$ cat src/rtl/rally_sequencer.sv
// Match-level controller: frame divider, rally FSM (serve / play / point / over),
// score keeping, engine reset pulse generation and an engine handshake watchdog.
module rally_sequencer #(
  parameter int unsigned FRAME_DIV    = 416667,
  parameter int unsigned SERVE_FRAMES = 60,
  parameter int unsigned POINT_FRAMES = 90,
  parameter int unsigned WIN_SCORE    = 7
) (
  input  logic       clk,
  input  logic       rst_n,
  input  logic       start,
  input  logic       pause,
  input  logic [7:0] btn_in,
  input  logic       phys_game_over,
  input  logic [1:0] phys_winner,
  input  logic       phys_valid,
  output logic [7:0] btn_out,
  output logic       phys_en,
  output logic       phys_rst_n,
  output logic [2:0] state,
  output logic [3:0] p1_score,
  output logic [3:0] p2_score,
  output logic [1:0] match_winner,
  output logic       handshake_err
);

  localparam int unsigned DIV_W      = (FRAME_DIV > 1) ? $clog2(FRAME_DIV) : 1;
  localparam int unsigned MAX_FRAMES = (SERVE_FRAMES > POINT_FRAMES) ? SERVE_FRAMES : POINT_FRAMES;
  localparam int unsigned FRM_W      = $clog2(MAX_FRAMES + 1);

  localparam logic [DIV_W-1:0] DIV_LAST   = DIV_W'(FRAME_DIV - 1);
  localparam logic [FRM_W-1:0] SERVE_LAST = FRM_W'(SERVE_FRAMES - 1);
  localparam logic [FRM_W-1:0] POINT_LAST = FRM_W'(POINT_FRAMES - 1);
  localparam logic [3:0]       WIN        = 4'(WIN_SCORE);

  localparam logic [2:0] S_IDLE  = 3'd0;
  localparam logic [2:0] S_SERVE = 3'd1;
  localparam logic [2:0] S_PLAY  = 3'd2;
  localparam logic [2:0] S_POINT = 3'd3;
  localparam logic [2:0] S_OVER  = 3'd4;

  logic [DIV_W-1:0] div;
  logic [FRM_W-1:0] frame_cnt;
  logic             tick;
  logic             frame_step;
  logic             wd_active;
  logic [1:0]       wd_cnt;

  assign tick       = (div == DIV_LAST);
  assign frame_step = tick && !pause;

  // Free-running frame divider, independent of FSM state.
  always_ff @(posedge clk or negedge rst_n) begin
    if (!rst_n) begin
      div <= '0;
    end else if (tick) begin
      div <= '0;
    end else begin
      div <= div + DIV_W'(1);
    end
  end

  // Rally FSM with registered engine controls; phys_rst_n defaults high and is
  // pulled low for the single cycle in which a new serve begins.
  always_ff @(posedge clk or negedge rst_n) begin
    if (!rst_n) begin
      state        <= S_IDLE;
      frame_cnt    <= '0;
      p1_score     <= '0;
      p2_score     <= '0;
      match_winner <= '0;
      phys_en      <= 1'b0;
      phys_rst_n   <= 1'b0;
      btn_out      <= '0;
    end else begin
      phys_rst_n <= 1'b1;
      phys_en    <= tick && (state == S_PLAY) && !pause;
      btn_out    <= ((state == S_PLAY) && !pause) ? btn_in : '0;

      case (state)
        S_IDLE: begin
          if (start) begin
            state      <= S_SERVE;
            frame_cnt  <= '0;
            phys_rst_n <= 1'b0;
          end
        end

        S_SERVE: begin
          if (frame_step) begin
            if (frame_cnt == SERVE_LAST) begin
              state     <= S_PLAY;
              frame_cnt <= '0;
            end else begin
              frame_cnt <= frame_cnt + FRM_W'(1);
            end
          end
        end

        S_PLAY: begin
          if (phys_game_over) begin
            state     <= S_POINT;
            frame_cnt <= '0;
            if (phys_winner == 2'd1 && p1_score != 4'hF) begin
              p1_score <= p1_score + 4'd1;
            end else if (phys_winner == 2'd2 && p2_score != 4'hF) begin
              p2_score <= p2_score + 4'd1;
            end
          end
        end

        S_POINT: begin
          if (frame_step) begin
            if (frame_cnt == POINT_LAST) begin
              frame_cnt <= '0;
              if (p1_score >= WIN) begin
                state        <= S_OVER;
                match_winner <= 2'd1;
              end else if (p2_score >= WIN) begin
                state        <= S_OVER;
                match_winner <= 2'd2;
              end else begin
                state      <= S_SERVE;
                phys_rst_n <= 1'b0;
              end
            end else begin
              frame_cnt <= frame_cnt + FRM_W'(1);
            end
          end
        end

        S_OVER: begin
          if (start) begin
            state        <= S_SERVE;
            frame_cnt    <= '0;
            p1_score     <= '0;
            p2_score     <= '0;
            match_winner <= '0;
            phys_rst_n   <= 1'b0;
          end
        end

        default: state <= S_IDLE;
      endcase
    end
  end

  // Handshake watchdog: each frame enable opens a 4-cycle window for phys_valid.
  // The timeout test runs ahead of the re-arm so a back-to-back enable cannot mask it.
  always_ff @(posedge clk or negedge rst_n) begin
    if (!rst_n) begin
      wd_active     <= 1'b0;
      wd_cnt        <= '0;
      handshake_err <= 1'b0;
    end else begin
      if (wd_active && !phys_valid && wd_cnt == 2'd3) begin
        handshake_err <= 1'b1;
      end
      if (phys_en) begin
        wd_active <= 1'b1;
        wd_cnt    <= '0;
      end else if (wd_active) begin
        if (phys_valid || wd_cnt == 2'd3) begin
          wd_active <= 1'b0;
        end else begin
          wd_cnt <= wd_cnt + 2'd1;
        end
      end
    end
  end

endmodule

$ cat config.mk
export PLATFORM = sky130hd
export DESIGN_NAME = rally_sequencer
export DESIGN_NICKNAME = d
export VERILOG_FILES = /design/src/rtl/rally_sequencer.sv
export SDC_FILE = /design/constraint.sdc
export NUM_CORES = 1
export LEC_CHECK = 0
export BUFFER_PORTS_ARGS = -buffer_cell sky130_fd_sc_hd__buf_2
export CAP_MARGIN = 5
export CORE_MARGIN = 1.5
export CORE_UTILIZATION = 45
export CTS_CLUSTER_SIZE = 24
export DETAILED_ROUTE_END_ITERATION = 7
export PLACE_DENSITY = 0.66
export REMOVE_ABC_BUFFERS = 1
export SYNTH_ARGS = -nofsm -noshare
export SYNTH_HDL_FRONTEND = slang
export SYNTH_SLANG_ARGS = --single-unit
$ cat constraint.sdc
create_clock -name clk -period 5.1 [get_ports clk]
set_input_delay 0.255 -clock clk [delete_from_list [all_inputs] [get_ports clk]]
set_output_delay 0.255 -clock clk [all_outputs]
set_load 0.01 [all_outputs]
==> results.py, run 1 <==
metrics = {
    "status": {
        "status": "finished, final reports clean",
    },
    "yosys": {
        "synthCells": 263,
        "synth_edf_count": 0,
        "ys.flop_type": "dfrtp_1",
        "yosys_warnings": 0,
        "synthArstFlopShare_pct": 100.0,
        "ys_seq_area_share_pct": 49.81,
        "synth_cell_types": 49,
        "syn_avg_cell_area_sq_um": 10.12,
        "ys_ff_latch": 53,
        "syn_area_sq_um": 2663,
    },
    "routing": {
        "dr.pass1.iters": 4,
        "drc_errors": 0,
        "vias": 2021,
        "drt-total-wl_um": 5216,
        "avgViaCountPerCell": 5.361,
        "antenna_left": 0,
        "wire_per_inst_um": 13.84,
        "drtIter0Drc": 65,
    },
    "worst_hold_path": {
        "min_path_type": "input pin to async pin",
    },
    "floorplanning": {
        "rows": 27,
        "die_x_um": 79.92,
        "top_level_ports": 40,
        "coreArea_sq_um": 5608,
        "start_util_pct": 47.48,
        "fp.dieH_um": 79.92,
        "dieArea_sq_um": 6387,
    },
    "global_routing": {
        "grt_use_total_pct": 17.97,
        "grt_max_degree": 54,
        "grt_pass1_wl_um": 8914,
        "antenna_found_initial": 0,
        "grt-ovfl-total": 0,
        "grt_pass1_vias": 1950,
    },
    "critical_path": {
        "cp-start-kind": "register",
        "rr_startpoint": "div[5]",
        "reg2reg_to": "div[18]",
        "cp_num_buf_inv": 0,
        "reg2regPathDepth": 5,
        "path_max_fanout": 13,
        "cp.depth": 5,
        "path_class": "register to register",
        "crit_end": "div[18]",
        "critPathSlowestCell": "nor2_1",
        "crit_start": "div[5]",
        "crit_path_end_kind": "register",
        "slowest_delay_ns": 0.62,
        "critPathTopFamily": "simple AND/OR/NAND/NOR gates",
        "arrival_ns": 2.66,
        "worst-r2r-setup-slack_ns": 2.64,
        "crit_path_cell_trace": "or4b_1 -> or3_4 -> nor2_1 -> o21ai_0 -> a22o_1",
        "cp.required_ns": 5.30,
    },
    "clock_tree": {
        "ctsResizeCount": 0,
        "numCtsBuffers": 5,
        "clk_path_buf_depth": 2,
        "clkSinkCount": 53,
        "postCtsHoldBufs": 0,
        "clk_latency_ns": 0.31,
        "cts_tree": "done",
        "cts_root_buf": "clkbuf_8",
        "path_clk_slew_ns": 0.10,
        "h-tree-depth": 2,
        "postCtsSetupBuffers": 0,
    },
    "timing": {
        "final-hold-violation-count": 0,
        "layout_worst_path_cycle_share_pct": 48.16,
        "min_period_ns": 2.456,
        "drv_slew": 0,
        "rsz0062_at_grt": "false",
        "max-slew-margin-rel_pct": 47.52,
        "finClkSkew_ns": 0.007758,
        "worstMarginPinSlew_ns": 0.7843,
        "tns_ns": 0,
        "worst_slack_ns": 2.644,
        "setup_viol": 0,
        "fmax_ghz": 0.4071,
        "hold_ws_ns": 0.05883,
    },
    "placed_design": {
        "post-place-ws_ns": 2.637,
        "port_buffers": 39,
        "gp_congestion": 0.8643,
        "placed_area_sq_um": 2933,
        "hpwlAfterDp_um": 3724,
    },
    "run": {
        "max_cap_violations": 0,
    },
    "pwr": {
        "ir_drop_uv": 103.4,
        "p_leak_nw": 1.430,
        "powerDensity_nw_per_um2": 232.3,
    },
    "layout": {
        "multi_input_area_sq_um": 1276,
        "syn_to_final_growth_pct": 13.44,
        "final_common_cell": "dfrtp_1",
        "final_util_pct": 53.86,
        "drive_gt1_share_pct": 18.69,
        "postLayoutCellArea_sq_um": 3020,
        "fillers": 532,
        "nets": 327,
        "layout_common_cells": "dfrtp_1, buf_2, nor2_1, nand2_1, o21ai_0",
        "antennaDiodeCount": 0,
        "seqCellArea_sq_um": 1326,
    },
}
sequential cells by signal, summed over array words and instances (netlist names):
| register | cells |
|---|---|
| btn_out | 8 |
| div | 19 |
| frame_cnt | 7 |
| handshake_err | 1 |
| match_winner | 2 |
| p1_score | 4 |
| p2_score | 4 |
| phys_en | 1 |
| phys_rst_n | 1 |
| state | 3 |
| wd_active | 1 |
| wd_cnt | 2 |
synth_stat cells (all sizes together) (7+ instances only):
cell / number / area share, %
dfrtp: 53 / 50
nor2: 27 / 3.8
nand2: 18 / 2.5
o21ai: 15 / 2.8
and2: 14 / 3.4
nand3: 12 / 2.3
inv: 10 / 1.4
xnor2: 10 / 3.3
ha: 7 / 3.3
xor2: 7 / 2.3
where the power goes:
part           leakage (nW)  switching [mW]  internal, mW
Sequential            0.706         0.00737         0.427
Combinational         0.686          0.0196        0.0144
Clock                0.0374           0.137        0.0970
layer usage:
layer	wire length [um]	global-route usage, %
met5	0	0
met4	58	5.517
met3	195	4.114
met2	2468	29.41
met1	2494	23.64
how the worst min path moves through the flow:
stage / cells after the start / end / startpoint / slack [ns]
2_1_floorplan: 0 / btn_out[0] / rst_n / -0.04
3_3_place_gp: 2 / div[13] / rst_n / 0.42
3_5_place_dp: 2 / div[16] / rst_n / 0.42
4_1_cts: 2 / btn_out[6] / rst_n / 0.08
5_1_grt: 2 / btn_out[6] / rst_n / 0.12
6_report: 2 / div[16] / rst_n / 0.06
area by class of cell:
type                            instances  share of cell area (%)
Clock buffer                            6                   2.403
Clock inverter                          2                  0.4971
Inverter                               10                   1.243
Multi-Input combinational cell        194                   42.25
Sequential cell                        53                   43.91
Tap cell                               72                   2.983
Timing Repair Buffer                   40                   6.711
through the flow:
step / power (mW) / instances
after global routing: 0.7337 / 377
after floorplan: 0.4551 / 257
after global placement: 0.4759 / 369
after CTS: 0.7125 / 377
after detailed placement: 0.4771 / 369
final: 0.7016 / 377
cell families after synthesis:
kind of cell | after synthesis | synth area share, %
adder cells (fa/ha/maj) | 7 | 3.289
AO/OA/AOI/OAI | 47 | 12.59
XOR/XNOR | 17 | 5.592
buffers and inverters | 16 | 2.256
multiplexers | 6 | 2.350
flip-flops | 53 | 49.81
AND/OR/NAND/NOR | 117 | 24.11
Note: power is estimated with default switching activity, not from simulation.
==> run 2, diff against run 1 <==
ABC_AREA = 1   (was unset)
clock period = 2.6 ns   (was 5.1 ns; I/O delays follow)
==> run 2 against run 1 <==
  * Combinational power increased to 3.1 times the previous value
  * Setup slack got worse by 1.8 ns
  * Utilization shrank 0.71 points
  * Via count increased by 35%
  * Non-clock buffer count grew 2
  * Power increased by 110%
  * Clock power up 110%
  * First-iteration DRC count grew to 3.1 times the previous value
==> results.py, run 2 <==
metrics = {
    "routing": {
        "vias": 2720,
        "drtIter0Drc": 199,
        "wire_per_inst_um": 12.19,
        "dr.pass1.iters": 4,
        "avgViaCountPerCell": 5.113,
        "antenna_left": 0,
        "drc_errors": 0,
        "drt-total-wl_um": 6483,
    },
    "clock_tree": {
        "cts_root_buf": "clkbuf_8",
        "clk_path_buf_depth": 2,
        "path_clk_slew_ns": 0.10,
        "numCtsBuffers": 5,
        "cts_tree": "done",
        "postCtsSetupBuffers": 0,
        "clk_latency_ns": 0.31,
        "h-tree-depth": 2,
        "clkSinkCount": 53,
    },
    "pwr": {
        "powerDensity_nw_per_um2": 425.1,
        "finalPower_mw": 1.443,
        "ir_drop_uv": 280.1,
        "p_leak_nw": 1.779,
    },
    "layout": {
        "multi_input_area_sq_um": 1434,
        "fin_cells": 532,
        "reg_top3": "div x19, btn_out x8, frame_cnt x7",
        "seqCellArea_sq_um": 1326,
        "antennaDiodeCount": 0,
        "drive_gt1_share_pct": 16.04,
        "largest_reg_flops": 19,
        "fillers": 607,
        "nets": 477,
        "layout_common_cells": "nand2_1, nor2_1, inv_1, dfrtp_1",
        "final_common_cell": "nand2_1",
        "regMostFlops": "div",
        "syn_to_final_growth_pct": 12.95,
    },
    "critical_path": {
        "cp_num_buf_inv": 1,
        "cp.required_ns": 2.80,
        "crit_path_end_kind": "register",
        "critPathSlowestCell": "dfrtp_1",
        "cp-start-kind": "register",
        "path_class": "register to register",
        "slowest_delay_ns": 0.44,
        "path_max_fanout": 12,
        "crit_path_frequent_cell": "nand2_1",
        "crit_path_cell_trace": "inv_1 -> ha_1 -> nand2_1 -> nor2_1 -> nand2_1 -> nor2_2 -> nand3_2 -> nand2_2 -> nand2_2 -> nand2_1 -> nand2_1",
        "critPathTopFamily": "simple AND/OR/NAND/NOR gates",
        "arrival_ns": 1.99,
    },
    "floorplanning": {
        "die_x_um": 84.72,
        "rows": 29,
        "fp.dieH_um": 84.72,
        "top_level_ports": 40,
        "start_util_pct": 47.06,
        "dieArea_sq_um": 7177,
        "coreArea_sq_um": 6386,
    },
    "timing": {
        "hold_ws_ns": 0.01506,
        "final-hold-violation-count": 0,
        "setup_viol": 0,
        "finClkSkew_ns": 0.008995,
        "fmax_ghz": 0.5594,
        "min_period_ns": 1.788,
        "max-slew-margin-rel_pct": 69.72,
        "rsz0062_at_grt": "false",
        "layout_worst_path_cycle_share_pct": 68.76,
        "tns_ns": 0,
        "drv_slew": 0,
        "worstMarginPinSlew_ns": 0.4542,
    },
    "global_routing": {
        "grt_use_total_pct": 18.93,
        "grt_pass1_vias": 2499,
        "grt_pass1_wl_um": 11180,
        "grt_max_degree": 37,
        "antenna_found_initial": 0,
        "grt-ovfl-total": 0,
    },
    "placed_design": {
        "port_buffers": 39,
        "gp_congestion": 0.9404,
        "dp_cells": 522,
        "hpwlAfterDp_um": 4936,
    },
    "yosys": {
        "ys.flop_type": "dfrtp_1",
        "synthCells": 408,
        "syn_area_sq_um": 3005,
        "synth_edf_count": 0,
        "synth_top_area_share_pct": 44.13,
        "synth_top_area_cell": "dfrtp_1",
        "synth_cell_types": 29,
        "synth_commonest_cells": "nand2_1, nor2_1, inv_1",
        "yosys_warnings": 0,
        "syn_avg_cell_area_sq_um": 7.366,
        "ys_ff_latch": 53,
        "ys_seq_area_share_pct": 44.13,
        "netlist_top_cells_area": "dfrtp_1, nand2_1, nor2_1",
        "synthArstFlopShare_pct": 100.0,
        "synth.most_common_cell": "nand2_1",
    },
    "run": {
        "max_cap_violations": 0,
    },
    "status": {
        "status": "finished, final reports clean",
    },
    "worst_hold_path": {
        "min_path_type": "input pin to register",
    },
}
[run 2: where the power goes]
group	total, mW	switching [mW]	leakage, nW	internal (mW)
Sequential	0.857	0.0164	0.694	0.841
Clock	0.480	0.288	0.0445	0.192
Combinational	0.105	0.0658	1.04	0.0395
[run 2: what timing repair did]
item | 4_1_cts | 5_1_grt
gates resized for setup | 0 | 0
endpoints found under the hold margin | 18 | 0
hold buffers | 2 | 0
[run 2: routing by layer]
metal | track usage [%] | vias up | routed length (um)
met3 | 3.638 | 16 | 302
met4 | 6.012 | 0 | 119
met5 | 0 | - | 0
met1 | 26.17 | 1231 | 3114
li1 | - | 1388 | -
met2 | 30.09 | 85 | 2948
[run 2: final cells by class]
class / instances / area share (%)
clock inverters: 3 / 0.6266
inverters: 60 / 6.635
clock buffers: 5 / 2.027
multi-input cells: 292 / 42.24
well taps: 77 / 2.838
flip-flops and latches: 53 / 39.07
repair buffers: 42 / 6.561
[run 2: through the flow]
step	area, sq um	worst slack [ns]	util, %
floorplan	2985	1.061	-
global placement	3284	0.9361	51.43
detailed placement	3284	0.8549	51.43
CTS	3395	0.8208	53.15
global route	3395	0.6082	53.15
finish	3395	0.8123	53.15
[run 2: logic make-up (layout without fill, tap and decap cells)]
kind of cell,count (synthesis),count (layout),share of synthesized area [%]
xor+xnor,10,10,2.914
fa+ha+maj,7,7,2.914
simple gates,245,245,35.89
flops,53,53,44.13
buf+inv,63,110,8.160
compound gates,30,30,5.996
[run 2: tightest hold or removal path, stage by stage]
cell	delay [ns]
buf_2	0.09
inv_1	0.04
nor2_1	0.03
[run 2: final timing paths]
check	slack [ns]	end	start	cells after the start
setup / recovery	0.81	frame_cnt[2]	div[0]	11
hold reg to reg	0.47	handshake_err	handshake_err	1
min in group asynchronous	0.29	div[11]	rst_n	2
hold / removal	0.02	btn_out[5]	btn_in[5]	3
setup reg to reg	0.81	frame_cnt[2]	div[0]	11
max in group asynchronous	1.52	frame_cnt[6]	rst_n	3
==> run 3, diff against run 2 <==
PLACE_DENSITY = 0.68   (was 0.66)
clock period = 1.6 ns   (was 2.6 ns; I/O delays follow)
==> run 3 against run 2 <==
  * The flow now finishes with violations (setup timing)
  * Clock skew is 0.00093 ns higher
  * Utilization increased by 8.3 points
  * Die area did not move
  * Design area is 16% higher
  * Sequential share of layout area fell by 5.3 points
  * Setup slack worse by 0.82 ns
  * First-iteration DRC count rose by 6.5%
  * Maximum frequency rose by 11%
  * Non-clock buffer count increased by 45
==> results.py, run 3 (synthesized netlist as in run 2, its figures left out) <==
metrics = {
    "worst_hold_path": {
        "min_path_type": "input pin to register",
    },
    "pwr": {
        "p_leak_nw": 2.007,
        "powerDensity_nw_per_um2": 652.7,
        "ir_drop_uv": 398.6,
    },
    "layout": {
        "antennaDiodeCount": 0,
        "regMostFlops": "div",
        "syn_to_final_growth_pct": 30.64,
        "reg_top3": "div x19, btn_out x8, frame_cnt x7",
        "final_common_cell": "nand2_1",
        "nets": 522,
        "final_util_pct": 61.48,
        "layout_common_cells": "nand2_1, nor2_1, inv_1, dfrtp_1, buf_2",
        "postLayoutCellArea_sq_um": 3926,
        "drive_gt1_share_pct": 28.00,
        "largest_reg_flops": 19,
    },
    "clock_tree": {
        "h-tree-depth": 2,
        "cts_root_buf": "clkbuf_8",
        "clk_path_buf_depth": 2,
        "cts_tree": "done",
        "clk_latency_ns": 0.31,
        "path_clk_slew_ns": 0.10,
        "clkSinkCount": 53,
        "numCtsBuffers": 5,
    },
    "timing": {
        "worstMarginPinSlew_ns": 0.3629,
        "drv_slew": 0,
        "final-hold-violation-count": 0,
        "rsz0062_at_grt": "true",
        "max-slew-margin-rel_pct": 75.62,
        "worst_slack_ns": -0.01000,
        "setup_viol": 3,
        "min_period_ns": 1.610,
        "hold_ws_ns": 0.08328,
        "fmax_ghz": 0.6211,
        "layout_worst_path_cycle_share_pct": 100.6,
        "finClkSkew_ns": 0.009930,
    },
    "floorplanning": {
        "top_level_ports": 40,
        "fp.dieH_um": 84.72,
        "die_x_um": 84.72,
        "coreArea_sq_um": 6386,
        "rows": 29,
        "start_util_pct": 47.06,
        "dieArea_sq_um": 7177,
    },
    "placed_design": {
        "gp_congestion": 0.9359,
        "port_buffers": 39,
        "placed_area_sq_um": 3522,
        "hpwlAfterDp_um": 5036,
    },
    "global_routing": {
        "antenna_found_initial": 0,
        "grt-ovfl-total": 0,
        "grt_pass1_vias": 2744,
        "grt_pass1_wl_um": 11760,
        "grt_use_total_pct": 20.12,
        "grt_max_degree": 54,
    },
    "routing": {
        "avgViaCountPerCell": 4.990,
        "wire_per_inst_um": 12.41,
        "antenna_left": 0,
        "dr.pass1.iters": 4,
        "vias": 2879,
        "drc_errors": 0,
        "drt-total-wl_um": 7158,
        "drtIter0Drc": 212,
    },
    "critical_path": {
        "path_class": "register to register",
        "crit_path_end_kind": "register",
        "cp.required_ns": 1.85,
        "path_max_fanout": 6,
        "cp-start-kind": "register",
        "arrival_ns": 1.86,
    },
    "run": {
        "max_cap_violations": 0,
    },
    "status": {
        "status": "complete, but fails checks",
        "violations": "setup timing",
    },
}
run 3: path summary, 6_finish.rpt:
check | cells after the start | to | from | slack, ns
worst max-delay path | 11 | frame_cnt[0] | div[0] | -0.01
max in group asynchronous | 3 | frame_cnt[1] | rst_n | 1.04
worst max register to register | 11 | frame_cnt[0] | div[0] | -0.01
min in group asynchronous | 3 | div[17] | rst_n | 0.28
worst min-delay path | 3 | handshake_err | phys_valid | 0.08
worst min register to register | 1 | handshake_err | handshake_err | 0.48
run 3: report_power, final:
group	leakage (nW)	total, mW	switching, mW	internal [mW]
logic	1.26	0.238	0.131	0.107
registers	0.692	1.39	0.0228	1.37
clock network	0.0543	0.935	0.466	0.469
run 3: metal layers:
layer / part of all wire (%) / GRT usage [%] / vias up
met5: 0 / 0 / -
met4: 1.5 / 6.891 / 0
met1: 46 / 25.45 / 1325
met3: 4.0 / 4.031 / 13
li1: - / - / 1474
met2: 49 / 34.34 / 67
run 3: worst max-delay path, stage by stage, from the launching register on:
cell     delay [ns]
dfrtp_1        0.41
inv_2          0.09
ha_4           0.14
nand2_2        0.05
nor2_2         0.09
nand2_1        0.06
nor2_2         0.14
nand3_2        0.13
nand2_4        0.14
buf_6          0.14
nand3_1        0.07
nand2_1        0.08
run 3: layout make-up:
cell class,count,area [sq um]
Timing Repair Buffer,87,600.6
Sequential cell,53,1328
Clock buffer,5,68.82
Fill cell,542,2460
Inverter,60,225.2
Multi-Input combinational cell,292,1562
Clock inverter,3,46.29
Tap cell,77,96.34
run 3: stage by stage:
stage / instances / power (mW) / setup TNS [ns] / worst slack [ns]
floorplan: 405 / 1.502 / 0 / 0.06090
global placement: 552 / 1.612 / 0 / 0.04883
detailed placement: 552 / 1.615 / 0 / 0.001291
CTS: 571 / 2.572 / 0 / 0.002148
global route: 577 / 2.671 / -1.880 / -0.1339
finish: 577 / 2.563 / -0.02013 / -0.01000
run 3: repair_timing:
action	4_1_cts	5_1_grt
resized for setup	1	37
hold endpoints to repair	62	0
pin swaps	1	17
setup buffers	1	6
endpoints found under the setup margin	7	25
hold buffers	10	0
